`src/rtl/label_check.sv`:
```
// label_check: ARINC429 receive-side label filter with a 256 x 1 enable table.
// Optional macro LABEL_BITREV_EN: bit-reverse Label_in before lookup.
module label_check #(
    parameter bit DEFAULT_PASS = 1'b0
) (
    input  logic       Clk,
    input  logic       Rst,
    input  logic       Wr,
    input  logic       Clr,
    input  logic       Rd,
    input  logic [7:0] Label_adr,
    input  logic [7:0] Label_in,
    output logic       Label_out,
    output logic       Label_valid,
    output logic [8:0] Enabled_cnt
);

    logic [255:0] r_table;
    logic         r_out;
    logic         r_valid;
    logic [8:0]   r_cnt;

    logic [7:0]   w_idx;
    logic         w_wr_en;
    logic         w_wr_val;
    logic         w_change;
    logic         w_hit;
    logic         w_lookup;

    // Effective lookup index; the ARINC bus may deliver the label LSB-first.
`ifdef LABEL_BITREV_EN
    always_comb begin
        w_idx = '0;
        for (int i = 0; i < 8; i++) begin
            w_idx[i] = Label_in[7-i];
        end
    end
`else
    assign w_idx = Label_in;
`endif

    // Wr dominates Clr; a write of the value already stored changes nothing.
    assign w_wr_en  = Wr | Clr;
    assign w_wr_val = Wr;
    assign w_change = w_wr_en && (r_table[Label_adr] != w_wr_val);

    // Write-first bypass when the host writes the entry being looked up.
    assign w_hit    = w_wr_en && (Label_adr == w_idx);
    assign w_lookup = w_hit ? w_wr_val : r_table[w_idx];

    // Enable table and running count of enabled entries.
    always_ff @(posedge Clk) begin
        if (Rst) begin
            r_table <= {256{DEFAULT_PASS}};
            r_cnt   <= DEFAULT_PASS ? 9'd256 : 9'd0;
        end else if (w_change) begin
            r_table[Label_adr] <= w_wr_val;
            r_cnt              <= w_wr_val ? r_cnt + 9'd1 : r_cnt - 9'd1;
        end
    end

    // Registered lookup result; holds between reads, valid pulses per read.
    always_ff @(posedge Clk) begin
        if (Rst) begin
            r_out   <= 1'b0;
            r_valid <= 1'b0;
        end else begin
            r_valid <= Rd;
            if (Rd) begin
                r_out <= w_lookup;
            end
        end
    end

    assign Label_out   = r_out;
    assign Label_valid = r_valid;
    assign Enabled_cnt = r_cnt;

endmodule

```
`config.mk`:
```
export PLATFORM = sky130hd
export DESIGN_NAME = label_check
export DESIGN_NICKNAME = d
export VERILOG_FILES = /design/src/rtl/label_check.sv
export SDC_FILE = /design/constraint.sdc
export NUM_CORES = 1
export LEC_CHECK = 0
export ABC_CLOCK_PERIOD_IN_PS = 7100
export BUFFER_PORTS_ARGS = -buffer_cell sky130_fd_sc_hd__buf_2
export CORE_ASPECT_RATIO = 0.75
export CORE_UTILIZATION = 60
export DETAILED_ROUTE_END_ITERATION = 12
export HOLD_SLACK_MARGIN = 0.1
export PLACE_DENSITY = 0.77
export SLEW_MARGIN = 20
export SYNTH_ARGS = -nofsm -noshare
export SYNTH_HDL_FRONTEND = slang
export SYNTH_SLANG_ARGS = --single-unit
export TNS_END_PERCENT = 20
```
`constraint.sdc`:
```
create_clock -name Clk -period 7.1 [get_ports Clk]
set_input_delay 0 -clock Clk [delete_from_list [all_inputs] [get_ports Clk]]
set_output_delay 0 -clock Clk [all_outputs]
set_load 0.1 [all_outputs]
```
==> results.cfg, run 1 <==
[floorplanning]
ios = 32
start_util = 0.616
core.rowCount = 51
dieArea_mm2 = 0.0276
core-area_mm2 = 0.0262
die_w_um = 191
die_h_um = 144

[timing]
period_needed_ns = 4.31
rsz0062_at_grt = false
slew-limit-headroom = 0.165
finalSetupViolations = 0
max_slew.worst_pin.slew_ns = 1.24
slew_viol_final = 0
fin_crit_sh = 0.608
finalSetupTns_ns = 0
timing.fmax_mhz = 232
final-hold-violation-count = 0
fin_skew_ns = 0.0361

[status]
status = complete, no violations

[drt]
detail_route.wirelength_mm = 52.9
wire_per_inst_um = 24.2
ant_nets = 0
vias_per_cell = 7.35
drc = 0
vias = 16036
dr.pass1.iters = 8
drt_iter0_drc = 2618

[critical_path]
cp_num_buf_inv = 3
cp_num_cells = 12
r2r_cells = 10
end_kind = register
rrSetupSlack_ns = 2.92
crit_required_ns = 7.57
cp_cell_sequence = buf_4 > buf_4 > mux4_2 > mux4_2 > mux2_2 > nand2_1 > and3_1 > o311a_1 > or2_4 > buf_4 > nand4_1 > a211oi_1
worstSetupPathType = in2reg
critPathMaxFanout = 62
cpPeakStageDelay_ns = 0.58
cp_slowest_cell = or2_4
crit_path_end = r_table[253]$_SDFFE_PP0P_
crit_path_start = Label_adr[0]
cp_top_family = buffers and inverters
crit_arrival_ns = 4.78
reg2reg_to = r_table[253]$_SDFFE_PP0P_
reg2reg_from = r_table[247]$_SDFFE_PP0P_
cp_common_cell = buf_4
worst_setup_path_start_kind = primary input

[run]
cap_violations = 0

[final_layout]
final_common_cell = o21ai_0
layout.nets = 1850
fill_cells = 2173
final_cell_mix = 493 x o21ai_0, 278 x nor2_1, 267 x dfxtp_1
syn_to_final_growth_pct = 6.22
final_cells = 2182
antenna_cells = 0
drive_gt1_frac = 0.143

[logic_synthesis]
yosysSeqAreaShare = 0.331
async_reset_ff_frac = 0
syn_avg_cell_area_um2 = 8.49
synth_area_mm2 = 0.0162
yosys.area_share.simple = 0.120
synth-xor-area-share = 0.00759
synth_fa_ha_area_frac = 0.00666
syn_inst = 1902
ys_ff_latch = 267
synth_top_family_by_area = compound AO/OA/AOI/OAI gates
synthMuxAreaShare = 0.228
synth-edff-count = 0
synth_flop_cell = dfxtp_1
ys_types = 54
yosys_warnings = 0
syn-num-nets = 1931
synth-compound-area-share = 0.260

[grt]
grt_usage = 0.387
grt_pass1_vias = 14771
grt_max_degree = 99
grt_pass1_wl_mm = 82.7
overflow = 0
antenna_found_initial = 1

[clock_network]
cts_made_buffers = 26
clkTransAtPathRegs_ns = 0.06
htree_levels = 1
cts_tree = yes
worstSkewPairLatency_ns = 0.58
cts.path.max_buffers = 3
cts_setup_buffers = 0
clockRootBuffer = clkbuf_16
cts_sinks = 267

[placement]
portBuffers = 31
gp_congestion = 1.00
placedCellCount = 2130
place_hpwl_mm = 33.1

[min_path]
hold_class = in2reg
whs_path_depth = 4

[power_and_ir_drop]
power_density_mw_per_mm2 = 198
p_leak_nw = 5.25
vdd_drop_max_mv = 0.202
==> metal layers <==
layer,routed length [µm],part of all wire,GRT usage,up-vias
met1,20400,0.39,0.540,7739
met2,23000,0.43,0.582,1223
met5,0,0,0,-
met3,7360,0.14,0.0985,179
met4,2100,0.040,0.142,0
li1,-,-,-,6895
==> sequential cells by signal (all words and copies together), names as in the netlist <==
| signal | cells |
|---|---|
| r_table | 256 |
| Enabled_cnt | 9 |
| Label_valid | 1 |
| Label_out | 1 |
==> metrics by stage <==
stage	setup slack [ns]	area (µm²)	util	hold WS, ns	power (W)
2_1_floorplan	3.90	16200	-	0.0956	0.00191
3_3_place_gp	2.38	16200	0.619	0.213	0.00200
6_report	2.79	17200	0.654	0.138	0.00340
3_5_place_dp	2.32	16200	0.619	0.221	0.00201
4_1_cts	2.89	17100	0.654	0.107	0.00338
5_1_grt	2.52	17200	0.654	0.161	0.00348
==> layout make-up <==
cell class | instances | area (µm²) | share of cell area
clock buffer | 41 | 777 | 0.0453
inverter | 10 | 37.5 | 0.00219
timing repair buffer | 60 | 429 | 0.0250
clock inverter | 4 | 56.3 | 0.00328
sequential | 267 | 5350 | 0.312
tap | 344 | 430 | 0.0251
multi-input combinational | 1456 | 10100 | 0.588
==> worst min-delay path by stage <==
stage	startpoint	end
2_1_floorplan	Rd	Label_out$_SDFFE_PP0P_
3_3_place_gp	Rd	Label_out$_SDFFE_PP0P_
3_5_place_dp	Rd	Label_out$_SDFFE_PP0P_
4_1_cts	Wr	r_table[237]$_SDFFE_PP0P_
5_1_grt	Wr	r_table[236]$_SDFFE_PP0P_
6_report	Wr	r_table[255]$_SDFFE_PP0P_
==> report_power, final <==
group / internal [W] / switching [W]
clock: 0.000783 / 0.000620
sequential: 0.00152 / 0.0000176
combinational: 0.000127 / 0.000336
==> cells in the mapped netlist (3+ instances only) <==
master / instances / area (µm²)
o21ai_0: 493 / 2470
nor2_1: 280 / 1050
dfxtp_1: 267 / 5350
a21oi_1: 240 / 1200
mux4_2: 150 / 3380
clkbuf_1: 127 / 477
nand2_1: 93 / 349
a211oi_1: 27 / 203
nor3_1: 23 / 115
nand3_1: 20 / 100
buf_1: 18 / 67.6
mux2i_1: 17 / 170
buf_2: 13 / 65.1
nand4_1: 11 / 68.8
inv_1: 9 / 33.8
xor2_1: 8 / 70.1
a221oi_1: 7 / 61.3
buf_6: 7 / 78.8
ha_1: 7 / 87.6
nor2b_1: 7 / 43.8
xnor2_1: 6 / 52.6
or3b_1: 5 / 43.8
a211o_1: 4 / 35.0
and2_1: 4 / 25.0
nor4_1: 4 / 25.0
nor4b_1: 4 / 35.0
o21bai_1: 4 / 30.0
o31ai_1: 4 / 30.0
a211oi_2: 3 / 37.5
a21o_1: 3 / 22.5
a22oi_1: 3 / 22.5
buf_4: 3 / 22.5
mux4_1: 3 / 78.8
nand2b_1: 3 / 18.8
==> tightest hold or removal path, cell delays in order <==
cell and delay, ns:
buf_2 0.10, buf_4 0.31, nor2_1 0.17, a211oi_1 0.05
==> timing repair <==
item                      CTS  global route
hold buffers                7             0
hold endpoints to repair   81             0
gates resized for setup     0             0
==> cell families after synthesis <==
family	after synthesis
compound gates	799
xor+xnor	14
fa+ha+maj	8
buf+inv	179
flops	267
mux	173
simple gates	462
No activity file was read; power rests on OpenSTA's default activity.
==> run 2: changes to the inputs <==
- ABC_CLOCK_PERIOD_IN_PS: 7100 -> 3790
- CORE_UTILIZATION: 60 -> 58
- clock period: 7.1 -> 3.79 ns (I/O delays scaled with it)
==> results.cfg, run 2 (synthesized netlist as in run 1, its figures left out) <==
[power_and_ir_drop]
total_power_w = 0.00664
vdd_drop_max_mv = 0.330
power_density_mw_per_mm2 = 376
p_leak_nw = 5.53

[final_layout]
fill_cells = 2179
final_common_cell = o21ai_0
layout.nets = 1889
final_cell_mix = 493 x o21ai_0, 279 x nor2_1, 267 x dfxtp_1
syn_to_final_growth_pct = 9.33
antenna_cells = 0
largest_register_ffs = 256
drive_gt1_frac = 0.164
largest-register = r_table

[timing]
slew-limit-headroom = 0.305
slew_viol_final = 0
max_slew.worst_pin.slew_ns = 1.04
fin_crit_sh = 0.912
final-hold-violation-count = 0
whs_ns = 0.161
finalSetupTns_ns = 0
worst_slack_ns = 0.334
rsz0062_at_grt = false
period_needed_ns = 3.46
timing.fmax_mhz = 289
finalSetupViolations = 0
fin_skew_ns = 0.0167

[critical_path]
crit_required_ns = 4.25
cp_num_buf_inv = 2
cp_top_family = multiplexers
worst_setup_path_start_kind = register
worstSetupPathType = reg2reg
end_kind = register
cpPeakStageDelay_ns = 0.61
critPathMaxFanout = 37
cp_common_cell = buf_12
crit_arrival_ns = 3.92
cp_slowest_cell = mux4_4
cp_cell_sequence = mux4_4 > mux4_2 > mux2_2 > nand2_1 > and3_1 > o311a_1 > or2_4 > buf_12 > buf_12 > o21ai_0 > a21oi_1

[drt]
detail_route.wirelength_mm = 53.4
vias_per_cell = 7.24
drc = 0
drt_iter0_drc = 2499
wire_per_inst_um = 23.9
vias = 16149
ant_nets = 0
dr.pass1.iters = 5

[floorplanning]
dieArea_mm2 = 0.0285
ios = 32
core-area_mm2 = 0.0272
die_h_um = 147
core.rowCount = 52
start_util = 0.594
die_w_um = 195

[clock_network]
worstSkewPairLatency_ns = 0.56
cts_tree = yes
cts_made_buffers = 27
clkTransAtPathRegs_ns = 0.07
cts.path.max_buffers = 3
cts_resized = 0
cts_sinks = 267
htree_levels = 1
clockRootBuffer = clkbuf_16

[grt]
grt_max_degree = 149
overflow = 0
antenna_found_initial = 0
grt_pass1_wl_mm = 83.5
grt_pass1_vias = 14629
grt_usage = 0.370

[placement]
pre_cts_slack_ns = 0.128
portBuffers = 31
gp_congestion = 0.984
place_hpwl_mm = 34.2

[min_path]
hold_class = in2reg

[status]
status = complete, no violations

[run]
cap_violations = 0
## run 2: cell count changes in the layout (fill, tap and decap cells not counted), moves of 2 or more
cell | before | now
dlygate4sd3_1 | 7 | 5
clkinvlp_4 | 0 | 2
buf_4 | 22 | 51
clkinv_2 | 2 | 4
buf_12 | 2 | 13
clkbuf_1 | 8 | 3
bufinv_16 | 1 | 3
inv_6 | 0 | 2
## run 2: layout make-up
class	count	area, µm²	share of cell area
multi-input combinational	1456	10100	0.570
sequential	267	5350	0.303
timing repair buffer	98	847	0.0480
clock buffer	36	769	0.0436
tap	351	439	0.0249
clock inverter	12	151	0.00857
inverter	10	37.5	0.00213
## run 2: timing repair
action | 4_1_cts | 5_1_grt
hold buffers | 5 | 0
setup buffers | 0 | 0
hold endpoints to repair | 15 | 0
endpoints found under the setup margin | 0 | 0
## run 2: routing by layer
| metal | up-vias | GRT usage | routed length [µm] |
|---|---|---|---|
| li1 | 6969 | - | - |
| met1 | 7682 | 0.527 | 20400 |
| met2 | 1302 | 0.529 | 22500 |
| met3 | 196 | 0.0984 | 8050 |
| met4 | 0 | 0.156 | 2460 |
| met5 | - | 0 | 0 |
## run 2: stage by stage
step | cell area [µm²] | util | std cells
after floorplan | 16200 | - | 1902
after global placement | 16700 | 0.613 | 2177
after detailed placement | 16700 | 0.614 | 2177
after CTS | 17700 | 0.649 | 2230
after global routing | 17700 | 0.649 | 2230
final | 17700 | 0.649 | 2230
## run 2: worst reg2reg max path, cell delays in order, from the launching register on
cell     delay, ns
dfxtp_1       0.34
mux4_4        0.61
mux4_2        0.48
mux2_2        0.27
nand2_1       0.06
and3_1        0.15
o311a_1       0.34
or2_4         0.40
buf_12        0.23
buf_12        0.20
o21ai_0       0.12
a21oi_1       0.16
## run 2: where the power goes
part	internal, W	switching (W)
logic	0.000282	0.000640
registers	0.00284	0.0000353
clock network	0.00163	0.00121
total	0.00475	0.00189
## run 2: path summary, 6_finish.rpt
kind	endpoint	cells after the start	start	slack [ns]
worst max-delay path	r_table[189]$_SDFFE_PP0P_	11	r_table[247]$_SDFFE_PP0P_	0.33
worst min register to register	Label_out$_SDFFE_PP0P_	2	Label_out$_SDFFE_PP0P_	0.50
worst min-delay path	Label_out$_SDFFE_PP0P_	4	Label_in[6]	0.16
worst max register to register	r_table[189]$_SDFFE_PP0P_	11	r_table[247]$_SDFFE_PP0P_	0.33
